## src/rtl/segment_chase_decoder.sv

```systemverilog
// segment_chase_decoder: recovers figure-eight chaser head state from segment PWM duty; define SEG_CHASE_DECODER_INVERT_EN for active-low segments
module segment_chase_decoder #(
  parameter int WIN_WIDTH   = 8,
  parameter int FULL_THRESH = 240,
  parameter int LOCK_COUNT  = 3
) (
  input  logic [7:0] io_in,
  output logic [7:0] io_out
);
  localparam int CW = WIN_WIDTH + 1;
  localparam int LW = $clog2(LOCK_COUNT + 1);
  logic clk, rst;
  logic [5:0] seg_in, seg, full;
  logic [WIN_WIDTH-1:0] win_cnt;
  logic [5:0][CW-1:0] hi_cnt, hi_next;
  logic [2:0] state, cand, seg_state;
  logic [LW-1:0] lock_cnt, lock_next;
  logic dir, strobe, err, prev_valid;
  logic wrap, zero, one_full, multi, has_cand, gap_err, fwd, bwd, step, jump, err_set;
  assign clk = io_in[0];
  assign rst = io_in[1];
`ifdef SEG_CHASE_DECODER_INVERT_EN
  assign seg_in = ~io_in[7:2];
`else
  assign seg_in = io_in[7:2];
`endif
  // per-segment high count including this cycle's sample, saturating, and its full verdict
  always_comb begin
    hi_next = hi_cnt;
    full = '0;
    for (int i = 0; i < 6; i++) begin
      hi_next[i] = &hi_cnt[i] ? hi_cnt[i] : hi_cnt[i] + CW'(seg[i]);
      full[i] = hi_next[i] >= CW'(FULL_THRESH);
    end
  end
  // window-end candidate (g states inferred from the previous state) and step classification
  always_comb begin
    wrap = &win_cnt;
    zero = full == '0;
    multi = |(full & (full - 6'd1));
    one_full = !zero && !multi;
    seg_state = full[0] ? 3'd0 : full[1] ? 3'd1 : full[2] ? 3'd5 : full[3] ? 3'd4 : full[4] ? 3'd3 : 3'd7;
    gap_err = wrap && zero && prev_valid && state[1:0] == 2'b00;
    has_cand = one_full || (zero && prev_valid && state[1:0] != 2'b00);
    cand = one_full ? seg_state : state[0] ? {state[2], 2'b10} : state;
    fwd = cand == state + 3'd1;
    bwd = cand == state - 3'd1;
    step = wrap && has_cand && prev_valid && (fwd || bwd);
    jump = wrap && has_cand && prev_valid && cand != state && !fwd && !bwd;
    err_set = (wrap && multi) || gap_err || jump;
    lock_next = fwd != dir ? LW'(1) : lock_cnt == LW'(LOCK_COUNT) ? lock_cnt : lock_cnt + LW'(1);
  end
  // input register, duty window counters and decoded head state
  always_ff @(posedge clk) begin
    if (rst) begin
      seg <= '0;
      win_cnt <= '0;
      hi_cnt <= '0;
      state <= '0;
      dir <= 1'b0;
      strobe <= 1'b0;
      err <= 1'b0;
      prev_valid <= 1'b0;
      lock_cnt <= '0;
    end else begin
      seg <= seg_in;
      win_cnt <= win_cnt + WIN_WIDTH'(1);
      hi_cnt <= wrap ? '0 : hi_next;
      strobe <= step;
      if (wrap && has_cand) begin
        state <= cand;
        prev_valid <= 1'b1;
      end
      if (err_set)
        err <= 1'b1;
      if ((wrap && multi) || jump)
        lock_cnt <= '0;
      else if (step) begin
        lock_cnt <= lock_next;
        dir <= fwd;
      end
    end
  end
  assign io_out = {|seg, err, strobe, lock_cnt == LW'(LOCK_COUNT), dir, state};
endmodule

```

## config.mk

```make
export PLATFORM = sky130hd
export DESIGN_NAME = segment_chase_decoder
export DESIGN_NICKNAME = d
export VERILOG_FILES = /design/src/rtl/segment_chase_decoder.sv
export SDC_FILE = /design/constraint.sdc
export NUM_CORES = 1
export LEC_CHECK = 0
export CAP_MARGIN = 15
export CORE_ASPECT_RATIO = 1.1
export CORE_MARGIN = 2
export CORE_UTILIZATION = 35
export CTS_CLUSTER_DIAMETER = 200
export DETAILED_ROUTE_END_ITERATION = 10
export HOLD_SLACK_MARGIN = 0.1
export PLACE_DENSITY_LB_ADDON = 0.08
export SETUP_SLACK_MARGIN = 0.1
export SLEW_MARGIN = 5
export SYNTH_ARGS = -nofsm -noshare
export SYNTH_HDL_FRONTEND = slang
export SYNTH_SLANG_ARGS = --single-unit
```

## constraint.sdc

```tcl
create_clock -name io_in -period 3.5 [get_ports io_in]
set_clock_uncertainty 0.2 [all_clocks]
set_input_delay 0.35 -clock io_in [delete_from_list [all_inputs] [get_ports io_in]]
set_output_delay 0.35 -clock io_in [all_outputs]
set_load 0.03 [all_outputs]
```

==> impl_metrics.ini, run 1 <==
[critical_path]
cpMostUsedCell = buf_4
crit_arrival_ps = 3970
cp_slowest_cell = o41a_1
cp_top_family = compound AO/OA/AOI/OAI gates
cp_slowest_stage_delay_ps = 410
cp-start-kind = flop
worstSetupEndpointType = flop
path_cells = ha_4 -> buf_4 -> and4_4 -> nand4_1 -> mux2i_1 -> buf_4 -> o41a_1 -> nor2_1 -> o311ai_2 -> a211oi_2 -> xnor2_2 -> a311o_1 -> o21a_1 -> o41ai_2 -> a21boi_2
critical_path_required_ps = 3530
crit_fanout = 5
path_buf_inv = 2
worstSetupPathType = flop to flop

[place]
gp_congestion = 0.8686
port_buffers = 8
dp_hpwl_mm = 8.324
placedCellCount = 801

[route]
drtPass1Iterations = 6
drtIter0Drc = 303
drc_errors = 0
wl_per_cell_um = 15.34
num_vias = 4716
ant_nets = 0
wirelength_mm = 13.33
vias_per_cell = 5.427

[outcome]
violations = negative hold slack, negative setup slack
status = finished with violations

[synthesis]
synth_edf_count = 0
synth_nets = 554
syn_avg_cell_area_um2 = 8.232
synth_cells = 530
synth_warnings = 0
async_flop_share_pct = 0
seq_area_frac_synth_pct = 35.33
ys_types = 75
synth-seq-cells = 77
synth-main-ff-cell = dfxtp_1
netlist_area_mm2 = 0.004363

[floorplan]
start_util_pct = 36.10
die_y_um = 121.1
rows = 42
ios = 16
die_w_um = 110.5
fp.coreArea_mm2 = 0.01209
fp.dieArea_mm2 = 0.01338

[final_layout]
area_delta_synth_final_pct = 63.52
drive_gt1_share_pct = 41.96
post-route-util_pct = 59.03
nets = 728
final_cells = 869
antenna_cells = 0

[global_routing]
use_met1_pct = 20.60
grt_overflow_total = 0
grt_pass1_vias = 5221
met3_usage_pct = 14.09
grt_use_met2_pct = 29.37
grt_pass1_wl_mm = 21.83
grt_max_degree = 16
grt_busiest_layer = met2
grtUsageTotal_pct = 21.48
antenna_found_initial = 0

[clocking]
hold_buffers = 0
path_clk_slew_ps = 60
clk_latency_ps = 350
cts_tree = yes

[power]
internal_power_w = 0.002624
power.share.sequential_pct = 26.4
power_w = 0.003713
p_switching_w = 0.001089
p_sw_share_pct = 29.33
p_clk_share_pct = 73.6
p_leak_nw = 2.936
p_per_area_mw_per_mm2 = 520.5
p_comb_share_pct = 0
ir_drop_uv = 262.9

[timing]
finalWorstSetupSlack_ps = -437.7
worst_pin_slew_ps = 519.4
hold_viol_final = 22
setup_viol = 19
finalHoldWorstSlack_ps = -417.2
fin_tns_setup_ps = -1614
maxSlewHeadroom_pct = 65.05
period_share_pct = 112.5
slew_violations = 0
fmax_mhz = 254.0
rsz0062_at_grt = true
period_minus_slack_ps = 3938

[flow_run]
drv_cap = 0

[worst_hold_path]
min_path_type = clock port to flop
cells in the mapped netlist, types with 4 or more instances:
cell / instances / share of area [%]
xor2_1: 8 / 1.6
mux2i_1: 10 / 2.3
o21ai_0: 23 / 2.6
or3_1: 4 / 0.57
nor4_1: 6 / 0.86
clkbuf_1: 11 / 0.95
nand2_1: 33 / 2.8
ha_1: 16 / 4.6
nand4_1: 14 / 2.0
a31oi_1: 12 / 1.7
nand3_1: 26 / 3.0
nor3_1: 22 / 2.5
nand2b_1: 4 / 0.57
dfxtp_1: 77 / 35
xnor2_1: 13 / 2.6
nor2_1: 96 / 8.3
inv_1: 15 / 1.3
or2_2: 4 / 0.57
and2_1: 10 / 1.4
o21a_1: 5 / 0.86
and3_1: 11 / 1.6
nor2b_1: 8 / 1.1
a211oi_1: 5 / 0.86
a21oi_1: 18 / 2.1
layout make-up:
class	count	area, µm²
Sequential cell	77	1558
Timing Repair Buffer	165	1323
Inverter	15	56.30
Clock buffer	27	621.8
Fill cell	1089	4952
Tap cell	154	192.7
Multi-Input combinational cell	422	3289
Clock inverter	9	93.84
cells in the final DEF, fill, tap and decap left out, types with 10 or more instances in the layout:
cell / synthesis / final
a21oi_1: 18 / 17
a31oi_1: 12 / 10
and3_1: 11 / 10
buf_4: 3 / 140
buf_6: 0 / 17
clkbuf_16: 0 / 24
dfxtp_1: 77 / 64
dfxtp_2: 0 / 13
inv_1: 15 / 15
nand2_1: 33 / 29
nand3_1: 26 / 24
nand4_1: 14 / 14
nor2_1: 96 / 95
nor3_1: 22 / 13
o21ai_0: 23 / 17
registers in the layout, indices dropped and copies added, names as in the netlist, 2 cells and up:
name / flops
hi_cnt: 54
win_cnt: 8
state: 3
seg: 6
lock_cnt: 2
metal layers:
layer | vias to the layer above | wire length (µm)
li1 | 2294 | -
met1 | 2223 | 5583
met3 | 53 | 820
met5 | - | 0
met4 | 0 | 617
met2 | 146 | 6306
power groups by stage:
stage	sequential (W)	combinational, W	clock (W)
2_1_floorplan	0.00101	0.000000000828	0.000641
3_3_place_gp	0.00101	0.00000000150	0.000552
3_5_place_dp	0.00101	0.00000000150	0.000552
4_1_cts	0.000980	0.00000000167	0.00288
5_1_grt	0.000979	0.00000000176	0.00302
6_report	0.000980	0.00000000176	0.00273
cells by family after synthesis:
family	count (synthesis)	synth area share, %
compound gates	117	21.11
xor+xnor	21	4.216
fa+ha+maj	17	4.818
buf+inv	31	2.982
flops	77	35.33
mux	12	2.810
simple gates	255	28.74
worst paths after layout:
path,from,to,slack (ps),cells past startpoint
worst max-delay path,seg[1]$_SDFF_PP0_,lock_cnt[0]$_SDFFE_PP0P_,-440,15
worst min register to register,win_cnt[0]$_SDFF_PP0_,win_cnt[0]$_SDFF_PP0_,250,1
worst max register to register,seg[1]$_SDFF_PP0_,lock_cnt[0]$_SDFFE_PP0P_,-440,15
worst min-delay path,io_in[3],seg[1]$_SDFF_PP0_,-420,1
per-stage QoR:
step | instance area, µm² | setup WS, ps
2_1_floorplan | 4543 | -94.49
3_3_place_gp | 5674 | -367.7
3_5_place_dp | 5674 | -435.4
4_1_cts | 6917 | -323.3
5_1_grt | 7134 | -662.6
6_report | 7134 | -437.7
worst register-to-register path: cells and delay by family, from the launching register on:
family          cells  cell delay (ps)
compound gates      7             1970
simple gates        3              590
flops               1              350
buf+inv             2              260
xor+xnor            1              170
fa+ha+maj           1              150
mux                 1              140
repair_timing:
item | in CTS | in global routing
endpoints found under the setup margin | 19 | 22
cloned | 0 | 0
gates resized for setup | 73 | 28
setup buffers | 25 | 8
pin swaps | 39 | 16
Power figures use the tool's default switching activity.
==> run 2: changes to the inputs <==
CTS_CLUSTER_DIAMETER = 40   (was 200)
SKIP_CTS_REPAIR_TIMING = 1   (was default)
SLEW_MARGIN = default   (was 5)
==> run 2 against run 1 <==
The flow still finishes with violations (negative hold slack, negative setup slack). Global-route usage decreased by 1.6 points. Sequential share of layout area increased by 1.5 points. Setup slack improved by 35 ps. Via count decreased by 4.4%. Critical path type unchanged. Critical endpoint unchanged.
==> impl_metrics.ini, run 2 (synthesis gave the netlist of run 1 again) <==
[route]
drtPass1Iterations = 5
vias_per_cell = 5.359
num_vias = 4507
drtIter0Drc = 271
wirelength_mm = 12.03
wl_per_cell_um = 14.30
ant_nets = 0
drc_errors = 0

[timing]
period_share_pct = 111.5
finalWorstSetupSlack_ps = -402.3
setup_viol = 19
fmax_mhz = 256.3
hold_viol_final = 22
worst_pin_slew_ps = 554.1
slew_violations = 0
period_minus_slack_ps = 3902
finalHoldWorstSlack_ps = -421.2
rsz0062_at_grt = true
maxSlewHeadroom_pct = 62.94

[critical_path]
rrSetupSlack_ps = -400
worstSetupEndpointType = flop
critical_path_required_ps = 3530
worstSetupPathType = flop to flop
timing.rr.end = lock_cnt[0]$_SDFFE_PP0P_
crit_arrival_ps = 3930
rr_worst_depth = 13
crit_end = lock_cnt[0]$_SDFFE_PP0P_
critPathLaunch = seg[3]$_SDFF_PP0_
regToRegStartpoint = seg[3]$_SDFF_PP0_
crit_fanout = 6
cp-start-kind = flop

[power]
p_comb_share_pct = 0
p_sw_share_pct = 29.19
power.share.sequential_pct = 26.4
p_switching_w = 0.001083
p_clk_share_pct = 73.6
ir_drop_uv = 274.7
internal_power_w = 0.002626
p_leak_nw = 2.740
p_per_area_mw_per_mm2 = 558.5

[floorplan]
die_y_um = 121.1
fp.dieArea_mm2 = 0.01338
ios = 16
die_w_um = 110.5
rows = 42
start_util_pct = 36.10
fp.coreArea_mm2 = 0.01209

[final_layout]
reg_top3 = hi_cnt x54, win_cnt x8, seg x6
nets = 700
layout_commonest_cell = buf_4
antenna_cells = 0
regMostFlops = hi_cnt
final_cells = 841
area_delta_synth_final_pct = 52.19
largest_reg_flops = 54
n_fill_cell = 1152
fin_area_mm2 = 0.006640
final_cell_mix = 126 x buf_4, 96 x nor2_1, 70 x dfxtp_1
drive_gt1_share_pct = 36.24

[global_routing]
grt_pass1_vias = 4967
grt_use_met2_pct = 25.54
grt_pass1_wl_mm = 20.15
antenna_found_initial = 0
grt_overflow_total = 0
grt_max_degree = 16
use_met1_pct = 19.23
grtUsageTotal_pct = 19.85
met3_usage_pct = 13.89
grt_busiest_layer = met2

[flow_run]
drv_cap = 0

[place]
placedCellCount = 801
port_buffers = 8
pre_cts_slack_ps = -435.4
dp_hpwl_mm = 8.324
postPlaceCellArea_mm2 = 0.005674
gp_congestion = 0.8686

[clocking]
path_clk_slew_ps = 60
cts_tree = yes
clk_latency_ps = 350

[outcome]
status = finished with violations
violations = negative hold slack, negative setup slack

[worst_hold_path]
min_path_type = clock port to flop
run 2: critical path, stage by stage, from the launching register on:
cell and delay [ps]:
dfxtp_1 350, ha_2 200, and3_4 200, o211ai_2 90
xor2_1 200, o41ai_4 600, xnor2_1 190, a22o_1 240
a221o_1 380, and2_4 170, a311o_1 320, o21a_1 220
o41ai_2 350, a21boi_2 80
run 2: area by class of cell:
cell class	instances	area [µm²]	area share [%]
Tap cell	154	192.7	2.902
Clock inverter	9	93.84	1.413
Clock buffer	27	621.8	9.365
Timing Repair Buffer	137	1060	15.96
Sequential cell	77	1550	23.35
Inverter	15	56.30	0.8479
Multi-Input combinational cell	422	3065	46.17
run 2: per-layer routing:
layer | vias up | share of wire (%)
met4 | 0 | 4.3
met5 | - | 0
met1 | 2105 | 44
met2 | 123 | 45
met3 | 40 | 6.3
li1 | 2239 | -
run 2: worst min path at each step:
stage,from,to,slack [ps],depth (start not counted)
2_1_floorplan,io_in[1],seg[5]$_SDFF_PP0_,-130,1
3_3_place_gp,io_in[1],seg[1]$_SDFF_PP0_,-140,1
3_5_place_dp,io_in[1],seg[1]$_SDFF_PP0_,-140,1
4_1_cts,io_in[3],seg[1]$_SDFF_PP0_,-430,1
5_1_grt,io_in[4],seg[2]$_SDFF_PP0_,-420,1
6_report,io_in[3],seg[1]$_SDFF_PP0_,-420,1
run 2: metrics by stage:
step	TNS [ps]	power (W)	utilization, %
2_1_floorplan	-94.49	0.001650	-
3_3_place_gp	-1331	0.001561	46.95
3_5_place_dp	-1478	0.001561	46.95
4_1_cts	-1983	0.003853	52.87
5_1_grt	-2944	0.003991	54.94
6_report	-1342	0.003708	54.94
run 2: power by group through the flow:
stage	clock, W	combinational (W)	sequential (W)
3_5_place_dp	0.000552	0.00000000150	0.00101
3_3_place_gp	0.000552	0.00000000150	0.00101
5_1_grt	0.00301	0.00000000157	0.000979
2_1_floorplan	0.000641	0.000000000828	0.00101
4_1_cts	0.00287	0.00000000150	0.000980
6_report	0.00273	0.00000000157	0.000980
==> run 3: changes to the inputs <==
CORE_MARGIN = 8   (was 2)
==> run 3 against run 2 <==
The run still ends with negative hold slack, negative setup slack left. Count of clock-buffer cells in the layout increased by 3. Sequential share of layout area shrank 0.99 points. Sequential cell count is the same. Highest routed layer unchanged. Design area grew 5.2%. Fmax rose by 2.1%.
==> impl_metrics.ini, run 3 (synthesis gave the netlist of run 1 again) <==
[outcome]
status = finished with violations
violations = negative hold slack, negative setup slack

[place]
dp_hpwl_mm = 8.113
postPlaceCellArea_mm2 = 0.005559
port_buffers = 8
gp_congestion = 0.8992

[clocking]
path_clk_slew_ps = 60
cts_tree = yes
clk_latency_ps = 350

[route]
num_vias = 4622
vias_per_cell = 5.425
ant_nets = 0
drtPass1Iterations = 6
wirelength_mm = 13.21
wl_per_cell_um = 15.51
drc_errors = 0
drtIter0Drc = 232

[global_routing]
grt_use_met2_pct = 21.16
use_met1_pct = 15.52
grt_overflow_total = 0
antenna_found_initial = 0
met3_usage_pct = 12.89
grtUsageTotal_pct = 16.93
grt_pass1_vias = 4938
grt_pass1_wl_mm = 20.38
grt_busiest_layer = met4
grt_max_degree = 16

[worst_hold_path]
min_path_type = clock port to flop
whs_endpoint = seg[4]$_SDFF_PP0_
holdPathStages = 1
hold_start = io_in[6]

[timing]
period_share_pct = 109.2
slew_violations = 0
finalWorstSetupSlack_ps = -321.2
rsz0062_at_grt = true
hold_viol_final = 22
finalHoldWorstSlack_ps = -421.7
fin_tns_setup_ps = -926.5
maxSlewHeadroom_pct = 62.21
setup_viol = 13
period_minus_slack_ps = 3821
worst_pin_slew_ps = 561.7
fmax_mhz = 261.7

[power]
p_per_area_mw_per_mm2 = 520.5
ir_drop_uv = 342.5
p_leak_nw = 2.792

[final_layout]
antenna_cells = 0
area_delta_synth_final_pct = 60.08
largest_reg_flops = 54
reg_top3 = hi_cnt x54, win_cnt x8, seg x6
final_cell_mix = 126 x buf_4, 96 x nor2_1, 63 x dfxtp_1
drive_gt1_share_pct = 40.54
post-route-util_pct = 57.78
regMostFlops = hi_cnt
fin_area_mm2 = 0.006984
nets = 711
layout_commonest_cell = buf_4

[critical_path]
critical_path_required_ps = 3530
path_cells = ha_4 -> ha_4 -> and3_4 -> nor2b_4 -> mux2i_4 -> o41ai_4 -> buf_6 -> buf_6 -> a311oi_4 -> xor2_1 -> and2_4 -> a21oi_1 -> a311o_1 -> o21a_1 -> o41ai_2 -> a21boi_2
cp-start-kind = flop
rrSetupSlack_ps = -320
worstSetupPathType = flop to flop
regToRegStartpoint = seg[1]$_SDFF_PP0_
cp_slowest_cell = o41ai_2
crit_arrival_ps = 3850
rr_worst_depth = 16
worstSetupEndpointType = flop
crit_fanout = 5
cp_slowest_stage_delay_ps = 380
cp_top_family = compound AO/OA/AOI/OAI gates
path_buf_inv = 2
timing.rr.end = lock_cnt[0]$_SDFFE_PP0P_

[floorplan]
die_y_um = 133.1
rows = 42
fp.dieArea_mm2 = 0.01630
fp.coreArea_mm2 = 0.01209
die_w_um = 122.5
ios = 16
start_util_pct = 36.10

[flow_run]
drv_cap = 0
run 3: cell count changes in the layout (fill, tap and decap cells not counted), sizes merged:
cell and delta:
buf +10, bufinv -2, clkbuf +4, clkinvlp -2
inv +1
run 3: per-stage QoR:
step | cells | worst slack [ps] | total power, W | hold slack [ps]
floorplan | 530 | -94.49 | 0.001650 | -128.4
global placement | 784 | -383.9 | 0.001561 | -135.8
detailed placement | 784 | -354.5 | 0.001561 | -135.8
CTS | 820 | -466.0 | 0.003757 | -433.6
global route | 852 | -443.8 | 0.003905 | -426.9
finish | 852 | -321.2 | 0.003635 | -421.7
run 3: power by group:
group	switching, W	internal, W
clock network	0.00110	0.00156
logic	0	0
registers	0	0.000980
run 3: how the worst max path moves through the flow:
stage,end,start,cells after the start
after detailed placement,lock_cnt[0]$_SDFFE_PP0P_,seg[3]$_SDFF_PP0_,14
after global placement,lock_cnt[1]$_SDFFE_PP0P_,seg[3]$_SDFF_PP0_,14
after CTS,lock_cnt[1]$_SDFFE_PP0P_,seg[3]$_SDFF_PP0_,14
after floorplan,lock_cnt[0]$_SDFFE_PP0P_,seg[1]$_SDFF_PP0_,14
after global routing,lock_cnt[0]$_SDFFE_PP0P_,seg[3]$_SDFF_PP0_,15
final,lock_cnt[0]$_SDFFE_PP0P_,seg[1]$_SDFF_PP0_,16
run 3: layer usage:
metal	vias up	wire length (µm)
met1	2138	5315
met5	-	0
li1	2267	-
met2	160	6168
met4	0	649
met3	57	1078
run 3: area by class of cell:
class	instances	area, µm²
clock inverters	6	37.54
clock buffers	30	641.9
multi-input cells	422	3286
repair buffers	148	1209
well taps	154	192.7
fillers	1045	5102
flip-flops and latches	77	1562
inverters	15	56.30
run 3: worst register-to-register path, cell delays in order (launching register included):
cell and delay, ps:
dfxtp_2 350, ha_4 160, ha_4 130, and3_4 190, nor2b_4 170, mux2i_4 280
o41ai_4 120, buf_6 150, buf_6 120, a311oi_4 270, xor2_1 270, and2_4 210
a21oi_1 60, a311o_1 370, o21a_1 220, o41ai_2 380, a21boi_2 80
